`src/rtl/lut_function_unit_pkg.sv`:
```
// Shared types and sizing helpers for the
// programmable LUT function unit.
package lut_function_unit_pkg;

  function automatic int tbl_w(input int nin);
    return 1 << nin;
  endfunction

  function automatic int cnt_w(input int nin);
    return $clog2(tbl_w(nin)) + 1;
  endfunction

  typedef enum logic {
    ST_IDLE = 1'b0,
    ST_LOAD = 1'b1
  } load_state_e;

endpackage

```
`src/rtl/lut_select_mux.sv`:
```
// Combinational 2^NIN-to-1 table selector built from
// per-pair residues of the LSB variable.
module lut_select_mux
  import lut_function_unit_pkg::*;
#(
  parameter int NIN = 4
) (
  input  logic [tbl_w(NIN)-1:0] tbl,
  input  logic [NIN-1:0]        sel,
  output logic                  f
);

  localparam int W = tbl_w(NIN);
  localparam int L = W / 2;

  logic [L-1:0] leg;

  // each leg collapses a minterm pair to 0, 1, v0 or ~v0
  always_comb begin
    leg = '0;
    for (int j = 0; j < L; j++) begin
      unique case ({tbl[2*j+1], tbl[2*j]})
        2'b00: leg[j] = 1'b0;
        2'b11: leg[j] = 1'b1;
        2'b10: leg[j] = sel[0];
        2'b01: leg[j] = ~sel[0];
      endcase
    end
  end

  assign f = leg[sel[NIN-1:1]];

endmodule

```
`src/rtl/lut_function_unit.sv`:
```
// Run-time loadable NIN-input Boolean function with
// shadow/active tables and a registered evaluation.
module lut_function_unit
  import lut_function_unit_pkg::*;
#(
  parameter int NIN = 4
) (
  input  logic           clk,
  input  logic           rst_n,
  input  logic           cfg_start,
  input  logic           cfg_en,
  input  logic           cfg_bit,
  output logic           cfg_busy,
  output logic           cfg_done,
  output logic           tbl_loaded,
  input  logic           in_valid,
  input  logic [NIN-1:0] in_vars,
  output logic           out_valid,
  output logic           out_f
);

  localparam int W  = tbl_w(NIN);
  localparam int CW = cnt_w(NIN);

  load_state_e   state, state_n;
  logic [CW-1:0] cnt, cnt_n;
  logic [W-1:0]  shadow, shadow_n;
  logic [W-1:0]  active;
  logic          commit;
  logic          f_sel;

  always_comb begin
    state_n  = state;
    cnt_n    = cnt;
    shadow_n = shadow;
    commit   = 1'b0;
    unique case (state)
      ST_IDLE: begin
        if (cfg_start) begin
          state_n  = ST_LOAD;
          cnt_n    = '0;
          shadow_n = '0;
        end
      end
      ST_LOAD: begin
        // a restart beats a shift, even the final one
        priority case (1'b1)
          cfg_start: begin
            cnt_n    = '0;
            shadow_n = '0;
          end
          cfg_en: begin
            shadow_n = {shadow[W-2:0], cfg_bit};
            cnt_n    = cnt + 1'b1;
            if (cnt == CW'(W - 1)) begin
              commit  = 1'b1;
              state_n = ST_IDLE;
            end
          end
          default: ;
        endcase
      end
    endcase
  end

  always_ff @(posedge clk or negedge rst_n) begin
    if (!rst_n) begin
      state      <= ST_IDLE;
      cnt        <= '0;
      shadow     <= '0;
      active     <= '0;
      cfg_done   <= 1'b0;
      tbl_loaded <= 1'b0;
    end else begin
      state    <= state_n;
      cnt      <= cnt_n;
      shadow   <= shadow_n;
      cfg_done <= commit;
      if (commit) begin
        active     <= shadow_n;
        tbl_loaded <= 1'b1;
      end
    end
  end

  lut_select_mux #(
    .NIN (NIN)
  ) u_mux (
    .tbl (active),
    .sel (in_vars),
    .f   (f_sel)
  );

  always_ff @(posedge clk or negedge rst_n) begin
    if (!rst_n) begin
      out_valid <= 1'b0;
      out_f     <= 1'b0;
    end else begin
      out_valid <= in_valid;
      if (in_valid) out_f <= f_sel;
    end
  end

  assign cfg_busy = (state == ST_LOAD);

endmodule
```
`config.mk`:
```
export PLATFORM = sky130hd
export DESIGN_NAME = lut_function_unit
export DESIGN_NICKNAME = d
export VERILOG_FILES = /design/src/rtl/lut_function_unit_pkg.sv /design/src/rtl/lut_select_mux.sv /design/src/rtl/lut_function_unit.sv
export SDC_FILE = /design/constraint.sdc
export NUM_CORES = 1
export LEC_CHECK = 0
export ABC_CLOCK_PERIOD_IN_PS = 3490
export BUFFER_PORTS_ARGS = -buffer_cell sky130_fd_sc_hd__buf_2
export CAP_MARGIN = 20
export CORE_ASPECT_RATIO = 0.9
export CORE_MARGIN = 4
export CORE_UTILIZATION = 60
export CTS_CLUSTER_DIAMETER = 60
export DETAILED_ROUTE_END_ITERATION = 10
export PLACE_DENSITY = 0.8
export RECOVER_POWER = 100
export REMOVE_ABC_BUFFERS = 1
export SLEW_MARGIN = 20
export SYNTH_ARGS = -nofsm -noshare
export SYNTH_HDL_FRONTEND = slang
export SYNTH_SLANG_ARGS = --single-unit
```
`constraint.sdc`:
```
create_clock -name clk -period 3.49 [get_ports clk]
set_input_delay 0.349 -clock clk [delete_from_list [all_inputs] [get_ports clk]]
set_output_delay 0.349 -clock clk [all_outputs]
set_load 0.05 [all_outputs]
```
## Word level (Yosys, flattened, before mapping)

Index checks and enable logic that the tools add are counted.
W data, S select, Z words.

- Register bits after elaboration: 42
- Input port bits: 10
- Output and inout port bits: 5
- Logic and storage cells: 75

- Add/sub/neg operators: 1
- $lt $le $gt $ge: 1
- Eq/ne operators: 27
- Multiplexer cells: 27
- Bitwise gates (word level): 2
- Reduce and logical (&&, ||, !) cells: 9

Operator list:

| kind | number |
|---|---|
| $mux W16 | 3 |
| $eq A2 B2 Y1 const B | 16 |
| $pmux W1 S4 | 8 |
| $pmux W16 S2 | 1 |
| $eq A2 B1 Y1 const B | 8 |
| $logic_not A2 Y1 | 8 |
| $mux W5 | 3 |
| $pmux W5 S2 | 1 |
| $mux W1 | 9 |
| $add A5 B1 Y5 const B | 1 |
| $eq A5 B4 Y1 const B | 1 |
| $lt A3 B4 Y1 const B | 1 |
| $bmux W1 S3 | 1 |
| $ne A3 B3 Y1 const B | 1 |
| $ne A2 B2 Y1 const B | 1 |
| $not A1 Y1 | 2 |
| $pmux W1 S2 | 1 |
| $reduce_and A2 Y1 | 1 |

## Longest topological paths before layout

- Depth in word-level cells: 5
- Depth in mapped cells: 7
- Mapped depth without buffers: 6

## By module

Synthesis repeated with hierarchy kept, for this count alone.

- Cell total of the unflattened synthesis: 141
- Area total of the unflattened synthesis: 1754.2 um2

Modules (own cells, without submodules):

| module | instances | cells each | area an instance (um2) | sequential area each (um2) |
|---|---|---|---|---|
| lut_function_unit | 1 | 134 | 1619.1 | 1026.0 |
| lut_select_mux | 1 | 7 | 135.1 | 0.0 |

## Worst setup path after synthesis

No wires, ideal clock.

- Path type: flip-flop to flip-flop
- Start: register cnt[0]
- End: register active[10]
- Setup time: 0.125 ns
- Arrival time: 1.642 ns
- Required time: 3.365 ns
- Setup slack: 1.724 ns
- Cell stages (with the launch flop): 7
- Buffers on the path: 1
- Clock period less this slack: 1.766 ns
- Cell sequence: dfrtp_1 -> ha_1 -> and3_1 -> ha_1 -> nand3b_4 -> buf_2 -> mux2_2

- Cells in the longest elaborated chain, start to end: 5

RTL lines:

| element | RTL line | RTL |
|---|---|---|
| from (decl) | lut_function_unit.sv:26 | `logic [CW-1:0] cnt, cnt_n;` |
| from (signal assigned) | lut_function_unit.sv:76 | `cnt <= cnt_n;` |
| $eq A5 B4 Y1 | lut_function_unit.sv:55 | `if (cnt == CW'(W - 1)) begin` |
| $mux W1 | lut_function_unit.sv:55 |  |
| $mux W1 (2 in series) | lut_function_unit.sv:47 | `priority case (1'b1)` |
| $mux W1 | lut_function_unit.sv:37 | `unique case (state)` |
| to (signal assigned) | lut_function_unit.sv:80 | `active <= shadow_n;` |
| to (decl) | lut_function_unit.sv:28 | `logic [W-1:0] active;` |

Every way passes these cells.
A chain may end at the register's enable or synchronous reset.

## Worst setup path after layout

- Start: register state (netlist: cfg_busy)
- End: register active[11]

- Cells in the longest elaborated chain, start to end: 2
- Elaborated cells on any way between the ends: 3
- Those cells by class: 2 x mux; 1 x bitwise

RTL lines:

| element | RTL line | RTL |
|---|---|---|
| from (decl) | lut_function_unit.sv:25 | `load_state_e state, state_n;` |
| from (signal assigned) | lut_function_unit.sv:75 | `state <= state_n;` |
| $not A1 Y1 | lut_function_unit.sv:37 |  |
| $pmux W16 S2 | lut_function_unit.sv:37 |  |

Several ways; a longest one is shown, not always the timed one.

==> summary.md <==
| Metric | Value |
|---|---|
| Worst EP arrival | between 2 and 2.5 ns |
| Post-cts sizing count | 0 |
| Pwr dens | 416.7 nW/um2 |
| Crit end category | flip-flop |
| Met2 Track Usage GR | 25.15% |
| Hold buffers post-CTS | 0 |
| Final hold violations | 0 |
| Die width | 64.57 um |
| GR peak layer | met1 |
| Synth warn | 0 |
| Clock Root Buffer | clkbuf_4 |
| Kind of critical path | flip-flop to flip-flop |
| Post-synthesis register bit count | between 40 and 50 |
| DRT Pass-1 Iters | 4 |
| IO Pins | 15 |
| Status | finished with violations |
| Async S/R FF share, synth | 100.0% |
| Comb power frac | 5.2% |
| Violated checks | capacitance limit, slew limit |
| Setup violators final | 0 |
| Startpoint Class | flip-flop |
| Crit-path max FO | 22 |
| Post-synthesis mux area share | 19.12% |
| Most frequent cells in the layout | dfrtp_1, nand2_1, a21oi_1, mux2_2, clkbuf_1 |
| P_sw | 175.1 uW |
| Max-slew violations | 42 |
| Final min period | 2.114 ns |
| Max IR drop VDD | 0.2940 mV |
| Worst slew pin tran | 2.072 ns |
| Largest net degree at the start of global routing | 42 |
| Final ANT Viol Nets | 0 |
| Largest delay share family, worst path | buffers and inverters |
| Top FF cell, synth | dfrtp_1 |
| Layout Skew | 0.002710 ns |
| M1 GR Usage | 25.36% |
| Sw Ratio | 22.36% |
| Final TNS setup | 0 ns |
| Distinct cells, synth | 20 |
| DIE AREA | between 3000 and 4000 um2 |
| Clk slew on worst S/H paths | 0.11 ns |
| Port bufs | 14 |
| CP required | 3.73 ns |
| GRT Util Overall | 17.77% |
| Clk network pwr share | 33.0% |
| Largest stage delay on the critical path | 0.74 ns |
| Top cell type's share of synthesized area | 59.38% |
| Commonest non-fill, non-tap cell in the layout | dfrtp_1 |
| Compound-cell area share of the yosys netlist | 5.069% |
| Initial Util | a little over three fifths |
| Final non-filler cell total | 197 |
| Routed vias | ~1.1k |
| Routed WL per cell | 14.60 um |
| RSZ-0062 raised after global routing | no |
| Vias in the first global route | 1017 |
| Slowest-stage cell, CP | clkbuf_1 |
| Initial drt markers | 63 |
| Final WL | 2876 um |
| Synth Instances | 141 |
| Top post-synthesis cells by area | dfrtp_1, mux2_2, nand2_1 |
| CTS tree | built |
| Leakage | ~0.00094 uW |
| Mapped Area | 1728 um2 |
| Rel. slew slack | -38.11% |
| Htree depth | 2 |
| Tightest Hold Check Type | input pin to flip-flop |
| Met3 global-route usage | 6.107% |
| Post-synth EDFFs | 0 |
| Layout cells sized above 1 | 20.38% |
| N_diodes | 0 |
| Sequential share of the synthesized area | 59.38% |
| Post-synthesis simple-gate area fraction | 11.30% |
| Post-CTS setup buffers | 0 |
| Critical Path, Cell by Cell | and2_1 > clkbuf_1 > nand3b_4 > mux2_2 |
| Core ar. | 2748 um2 |
| First-pass GRT wire length | 4968 um |
| Yosys top cell by area | dfrtp_1 |
| Worst-Skew Late Latency | 0.34 ns |
| Vias/cell | around 5.4 |
| Max capacitance violation total | 1 |
| Flop pwr share | 61.8% |
| Nets | 168 |
| Fmax achieved | 0.4730 GHz |
| Die Ht | 58.91 um |
| Final period util | between 60 and 70% |
| Num CTS Buffers | 5 |
| Bufs on Longest Clock Path | 2 |
| GRT overflow | 0 |
| Synthesized area per cell | 12.25 um2 |
| XOR/XNOR Fraction of Synth Area | 1.521% |
| Fin util | between 60% and 70% |
| Pint | 607.9 uW |
| Final Wtd Congestion | 0.7114 |
| DRC | 0 |
| Placed insts | roughly 190 |
| Area grow syn2layout | 8.762% |
| Synth Area in Adders | 1.448% |
| Initial antenna violation count | 0 |
| Main combinational cell family by area after synthesis | multiplexers |
| Clk sinks | between 40 and 50 |
| FP Rows | 18 |
| Worst path buffer plus inverter count | 1 |
Yosys cell counts, types with 2 or more instances:
master and instances:
xor2_1 2, nand2_1 34, buf_2 3, ha_1 2, mux4_1 4, nor2_1 6
inv_1 2, a21oi_1 16, mux2i_1 3, clkbuf_1 4, dfrtp_1 41, mux2_2 16
routing by layer:
| layer | wire length, um | part of all wire [%] |
|---|---|---|
| met5 | 0 | 0 |
| met3 | 140 | 4.9 |
| met2 | 1283 | 45 |
| met1 | 1397 | 49 |
| met4 | 55 | 1.9 |
power groups by stage:
stage	registers [uW]	logic, uW	clock network, uW
6_report	484	40.8	259
2_1_floorplan	494	15.3	0
4_1_cts	484	43.1	268
3_5_place_dp	493	43.1	0
5_1_grt	484	45.5	296
3_3_place_gp	492	41.3	0
final timing paths:
check / startpoint / cells after the start / end / slack, ns
setup / recovery: cfg_busy / 4 / active[11] / 1.38
hold / removal: in_valid / 1 / out_valid / 0.14
setup reg to reg: cfg_busy / 4 / active[11] / 1.38
hold reg to reg: tbl_loaded / 1 / tbl_loaded / 0.48
max in group asynchronous: rst_n / 1 / shadow[8] / 1.72
min in group asynchronous: rst_n / 1 / tbl_loaded / 0.59
worst register-to-register path, delay by kind of cell (launching register included):
kind                   cells  cell delay [ns]
buffers and inverters      1             0.74
AND/OR/NAND/NOR            2             0.50
flip-flops                 1             0.40
multiplexers               1             0.38
cells by family after synthesis:
family / Yosys count
simple gates: 45
buf+inv: 9
compound gates: 17
mux: 24
fa+ha+maj: 2
xor+xnor: 3
flops: 41
final cells by class:
class,instances,area (um2)
clock buffers,7,65.06
clock inverters,1,5.005
fillers,211,868.3
inverters,2,7.507
multi-input cells,91,660.6
flip-flops and latches,41,1026
well taps,40,50.05
repair buffers,15,65.06
flip-flops by register name (all words and copies together), names as in the netlist:
register	count
cnt	5
out_f	1
tbl_loaded	1
shadow	15
out_valid	1
active	16
cfg_busy	1
cfg_done	1
through the flow:
stage / area (um2) / total power (uW) / hold slack [ns] / worst slack, ns
global placement: 1826 / 533.5 / 0.4470 / 1.808
CTS: 1896 / 795.0 / 0.1278 / 1.724
detailed placement: 1826 / 535.9 / 0.4555 / 1.757
finish: 1879 / 783.0 / 0.1377 / 1.376
global route: 1879 / 825.7 / 0.1058 / 1.230
floorplan: 1698 / 509.3 / 0.05341 / 1.546
No activity file was read; power rests on OpenSTA's default activity.
